==> src/rtl/scan_code_gen.sv <==
// scan_code_gen: drives the 3-bit select code (A=MSB, C=LSB) of a 3-to-8
// decoder. The code advances either on a prescaled tick (auto mode) or once
// per synchronized STEP rising edge (manual mode). Masked positions are
// skipped. TICK marks the cycle a new code appears and WRAP marks a 7/0
// boundary crossing.
module scan_code_gen #(
  parameter int DIV_WIDTH = 16,
  parameter int DIV_MAX   = 49999
) (
  input  logic       CLK,
  input  logic       RST,
  input  logic       EN,
  input  logic       MODE,
  input  logic       DIR,
  input  logic       STEP,
  input  logic [7:0] MASK,
  output logic       A,
  output logic       B,
  output logic       C,
  output logic       TICK,
  output logic       WRAP,
  output logic       NONE
);

  localparam logic [DIV_WIDTH-1:0] DIV_TOP = DIV_WIDTH'(DIV_MAX);

  // Search result layout: {found, wrap, code[2:0]}.
  // The current code is examined only as the 8th candidate, so a sole
  // enabled bit equal to the current code gives a full-cycle advance.
  function automatic logic [4:0] search_next(input logic [2:0] cur,
                                             input logic [7:0] msk,
                                             input logic       down);
    logic [2:0] cand;
    logic [2:0] res;
    logic       found;
    logic       hit;
    logic       wrp;
    found = 1'b0;
    res   = cur;
    for (int i = 1; i <= 8; i++) begin
      cand  = down ? (cur - 3'(i)) : (cur + 3'(i));
      hit   = !found && msk[cand];
      res   = hit ? cand : res;
      found = found | hit;
    end
    wrp = down ? (res >= cur) : (res <= cur);
    return {found, wrp, res};
  endfunction

  logic [DIV_WIDTH-1:0] div_cnt_r;
  logic [DIV_WIDTH-1:0] div_next_s;
  logic                 mode_prev_r;
  logic                 sync1_r;
  logic                 sync2_r;
  logic                 sync3_r;
  logic                 pulse_r;
  logic [2:0]           code_r;
  logic                 tick_r;
  logic                 wrap_r;

  logic                 auto_run_s;
  logic                 adv_auto_s;
  logic                 adv_man_s;
  logic                 adv_s;
  logic [4:0]           srch_s;
  logic [2:0]           code_next_s;
  logic                 tick_next_s;
  logic                 wrap_next_s;

  // Prescaler run condition; a MODE change clears the count in that cycle.
  assign auto_run_s = EN && !MODE && (MODE == mode_prev_r);
  assign adv_man_s  = pulse_r && EN && MODE;
  assign adv_s      = adv_auto_s || adv_man_s;
  assign srch_s     = search_next(code_r, MASK, DIR);

  // Prescaler next count and terminal-count advance request.
  always_comb begin
    div_next_s = '0;
    adv_auto_s = 1'b0;
    if (auto_run_s) begin
      if (div_cnt_r == DIV_TOP) begin
        div_next_s = '0;
        adv_auto_s = 1'b1;
      end else begin
        div_next_s = div_cnt_r + {{(DIV_WIDTH-1){1'b0}}, 1'b1};
      end
    end else begin
      div_next_s = '0;
    end
  end

  // Code update on an advance; an all-zero mask suppresses the advance.
  always_comb begin
    code_next_s = code_r;
    tick_next_s = 1'b0;
    wrap_next_s = 1'b0;
    if (adv_s && srch_s[4]) begin
      code_next_s = srch_s[2:0];
      tick_next_s = 1'b1;
      wrap_next_s = srch_s[3];
    end else begin
      code_next_s = code_r;
    end
  end

  // Prescaler and MODE history registers.
  always_ff @(posedge CLK or posedge RST) begin
    if (RST) begin
      div_cnt_r   <= '0;
      mode_prev_r <= 1'b0;
    end else begin
      div_cnt_r   <= div_next_s;
      mode_prev_r <= MODE;
    end
  end

  // STEP two-flop synchronizer, edge register and registered edge pulse.
  always_ff @(posedge CLK or posedge RST) begin
    if (RST) begin
      sync1_r <= 1'b0;
      sync2_r <= 1'b0;
      sync3_r <= 1'b0;
      pulse_r <= 1'b0;
    end else begin
      sync1_r <= STEP;
      sync2_r <= sync1_r;
      sync3_r <= sync2_r;
      pulse_r <= sync2_r && !sync3_r;
    end
  end

  // Registered code and strobes.
  always_ff @(posedge CLK or posedge RST) begin
    if (RST) begin
      code_r <= 3'b000;
      tick_r <= 1'b0;
      wrap_r <= 1'b0;
    end else begin
      code_r <= code_next_s;
      tick_r <= tick_next_s;
      wrap_r <= wrap_next_s;
    end
  end

  assign A    = code_r[2];
  assign B    = code_r[1];
  assign C    = code_r[0];
  assign TICK = tick_r;
  assign WRAP = wrap_r;
  assign NONE = (MASK == 8'h00);

endmodule

==> config.mk <==
export PLATFORM = sky130hd
export DESIGN_NAME = scan_code_gen
export DESIGN_NICKNAME = d
export VERILOG_FILES = /design/src/rtl/scan_code_gen.sv
export SDC_FILE = /design/constraint.sdc
export NUM_CORES = 1
export LEC_CHECK = 0
export CORE_AREA = 5 5 52 88
export DETAILED_ROUTE_END_ITERATION = 10
export DIE_AREA = 0 0 57 93
export GPL_TIMING_DRIVEN = 0
export PLACE_DENSITY = 0.78
export REMOVE_ABC_BUFFERS = 1
export SLEW_MARGIN = 0
export SYNTH_ARGS = -nofsm -noshare
export SYNTH_HDL_FRONTEND = slang
export SYNTH_SLANG_ARGS = --single-unit
==> constraint.sdc <==
create_clock -name CLK -period 4.7 [get_ports CLK]
set_input_delay 0.94 -clock CLK [delete_from_list [all_inputs] [get_ports CLK]]
set_output_delay 0.94 -clock CLK [all_outputs]
set_load 0.005 [all_outputs]
==> results of run 1 <==
## stage by stage
stage	instances	setup WS (ps)	area, um^2	setup TNS (ps)	util, %
floorplan	188	303	2010	0	-
global placement	255	-526	2260	-1040	59.1
detailed placement	255	-560	2260	-1090	59.1
CTS	261	35.2	2340	0	61.2
global route	263	25.9	2370	0	61.8
finish	263	154	2370	0	61.8
## kinds of logic (layout without fill, tap and decap cells)
kind of cell / Yosys count / after routing
simple gates: 69 / 69
fa+ha+maj: 6 / 6
flops: 26 / 26
mux: 23 / 23
xor+xnor: 19 / 19
compound gates: 34 / 34
buf+inv: 18 / 38
## per-layer routing
layer / part of all wire, % / global-route usage [%] / vias up
met1: 36 / 18.0 / 809
met2: 59 / 34.6 / 37
li1: - / - / 763
met3: 2.2 / 1.80 / 14
met4: 3.6 / 8.12 / 0
met5: 0 / 0 / -
## state kept, by name (all words and copies together), names as in the netlist
register / cells
code_r: 3
WRAP: 1
TICK: 1
sync1_r: 1
mode_prev_r: 1
pulse_r: 1
sync3_r: 1
div_cnt_r: 16
sync2_r: 1
## layout by cell type, fill, tap and decap left out, drive strengths merged, types with 3 or more instances in the layout
cell and count:
nor2b 3, mux2 5, o21ai 5, clkbuf 4, nor2 20, a211oi 5
nand2 9, and2 3, and3 6, ha 4, xnor2 9, mux4 10
xor2 7, dfrtp 26, nand2b 3, inv 10, mux2i 8, clkdlybuf4s50 18
a21oi 8, buf 4, nand3 8
## final cells by class
class | count | area share (%)
flip-flops and latches | 26 | 27.7
inverters | 11 | 1.80
well taps | 48 | 2.54
repair buffers | 23 | 9.36
clock buffers | 4 | 2.33
multi-input cells | 151 | 56.3
## power by group
group	switching [mW]	internal [mW]
Combinational	0.584	0.598
Clock	0.0656	0.0747
Sequential	0.0771	0.245
Total	0.727	0.917
## what timing repair did
action                                  4_1_cts  5_1_grt
gates resized for setup                       8        1
endpoints found under the setup margin        2        1
pin swaps                                     1        0
setup buffers                                 2        2
## critical path, delay by kind of cell
kind / cells / cell delay, ps
AOI/OAI and AO/OA: 7 / 1230
xor gates and xnor gates: 1 / 140
adders and majority gates: 2 / 930
buffers and inverters: 3 / 500
muxes: 1 / 550
and+or+nand+nor: 1 / 420
## final timing paths
kind	slack, ps	to
min reg2reg	360	sync2_r
min in group asynchronous	1190	div_cnt_r[0]
min	360	sync2_r
max reg2reg	240	WRAP
max in group asynchronous	2790	code_r[1]
max	150	WRAP
==> reports/summary.txt, run 1 <==
Reported leakage power = 0.996 nW
I/O pin count = 20
Data arrival time of the worst path = 4700 ps
Highest Clock Rate = 220 MHz
Number of distinct library cells after synthesis = 56
Proportion of synthesized flip-flops having asynchronous set or reset = 100%
Post-Synth Simple-Gate Area = 19.1%
Routed wire per std cell = 16.9 um
Adder-cell share of the synthesized area = 4.39%
Synth Register Bits = 26
Worst setup EP type = register
Iteration-0 DRC Markers = 40
Final RePlAce weighted congestion = 0.895
Wire length of the first global-routing pass = 7.64 mm
Main combinational cell family by area after synthesis = simple AND/OR/NAND/NOR gates
Number of enable flip-flop cells after synthesis = 0
Clock tree skew after final layout = 1.83 ps
Leading area contributor after synthesis = dfrtp_1
Setup repair after global routing missed its margin = false
Area share of the leading cell type in the synthesized netlist = 31.7%
Via count of the first global-routing pass = 1683
Clock transition time at the flip-flop clock pins of the worst setup and hold paths = 90 ps
Remaining antenna violation count = 0
Most repeated cell in the gate-level netlist after synthesis = dfrtp_1
Outcome = completed
Worst path max stage delay = 610 ps
Count of final max-slew check failures = 0
Hold_sp = sync1_r
Multiplexer fraction of the synthesized cell area = 18.4%
Slowest library cell on the worst path = fa_2
Share of the clock period used by the worst path after layout = 96.7%
Post-CTS Hold Buffers = 0
Post-layout nets = 236
Length in cells of the worst reg-to-reg path = 14
Startpoint of the most critical setup path = DIR
Primary flip-flop cell chosen by synthesis mapping = dfrtp_1
Die area = 5300 um^2
Maximum fanout encountered on the critical timing path = 7
Post-detailed-route DRC marker count = 0
Vias per inst = 6.17
Pin count of the biggest net entering global routing = 27
Yosys synthesis warning count = 0
Worst-skew pair later-pin latency = 260 ps
Fin. Hold Viols = 0
Power per cell area = 695 nW/um^2
Cells after Synth = 195
Final global-route overflow total = 0
Core Area = 3830 um^2
Area added between synthesis and finish = 15.4%
Maximum vdd ir drop = 0.437 mV
Detailed Route WL = 4.43 mm
Kind of path behind the tightest hold check = register to register
Drt first pass iters = 4
Max cap viols = 0
Worst Hold Path Cells = 0
Average cell area after synthesis = 10.5 um^2
Post-detailed-placement half-perimeter wirelength = 3.42 mm
Launch instance of the worst register-to-register path = code_r[1]
Commonest cells post-synth = 26 x dfrtp_1, 20 x nor2_1, 9 x inv_1, 9 x nand2_1, 9 x xnor2_1
CTS tree = yes
Compound-Gate Fraction of Synth Area = 12.3%
Share of post-route cells with drive strength above 1 = 15.8%
Kind of start point of the critical path = input port
Leading post-synthesis cells by cell area = dfrtp_1 32%, mux4_2 8.8%, mux2i_1 3.9%
Antenna diodes = 0
Count of filler cells inserted in the layout = 333
Clock sink total = 26
Floorplan row count = 30
Synth Area in XOR/XNOR = 10.2%
# setup viols final = 0
Initial antenna violation count = 0
Routed via count = 1623
Die span in y = 93 um
Total power consumption of the routed design = 1.64 mW
Most frequent CP cell = a21oi_1
Total standard cell area after synthesis = 2050 um^2
Buffer cell driving the clock tree root = clkbuf_8
Required time at the worst-slack endpoint = 4850 ps
Area of all sequential standard cells = 656 um^2
Share of the yosys chip area belonging to registers = 31.7%
Worst Max-Slew Pin Slew = 979 ps
Overall die width = 57 um
Clock buffers created by TritonCTS = 3
Multi-input combinational cell area = 1330 um^2
Min cycle time layout = 4550 ps
Worst hold margin = 359 ps
Ordered list of cells on the worst path = clkdlybuf4s15_2, inv_1, fa_2, buf_4, mux4_2, or3b_1, a211oi_4, a211oi_1, a211oi_2, a31oi_1, ha_1, a21o_1, a21oi_1, xnor2_1, a21oi_1
Effective utilization at floorplan = 53.6%
Number of buffers on the longest clock path = 2
Number of buffers added on ports = 19
Total GRT Usage = 17.7%
CTS H-tree lvls = 1
Relative slew slack = 34.7%
Type of the setup path with the least slack = input port to register
No activity file was read; power rests on OpenSTA's default activity.
==> run 2: changes to the inputs <==
- CTS_CLUSTER_DIAMETER: not set -> 60
==> results of run 2 <==
The final DEF is identical to that of run 1; final timing and power are the same.
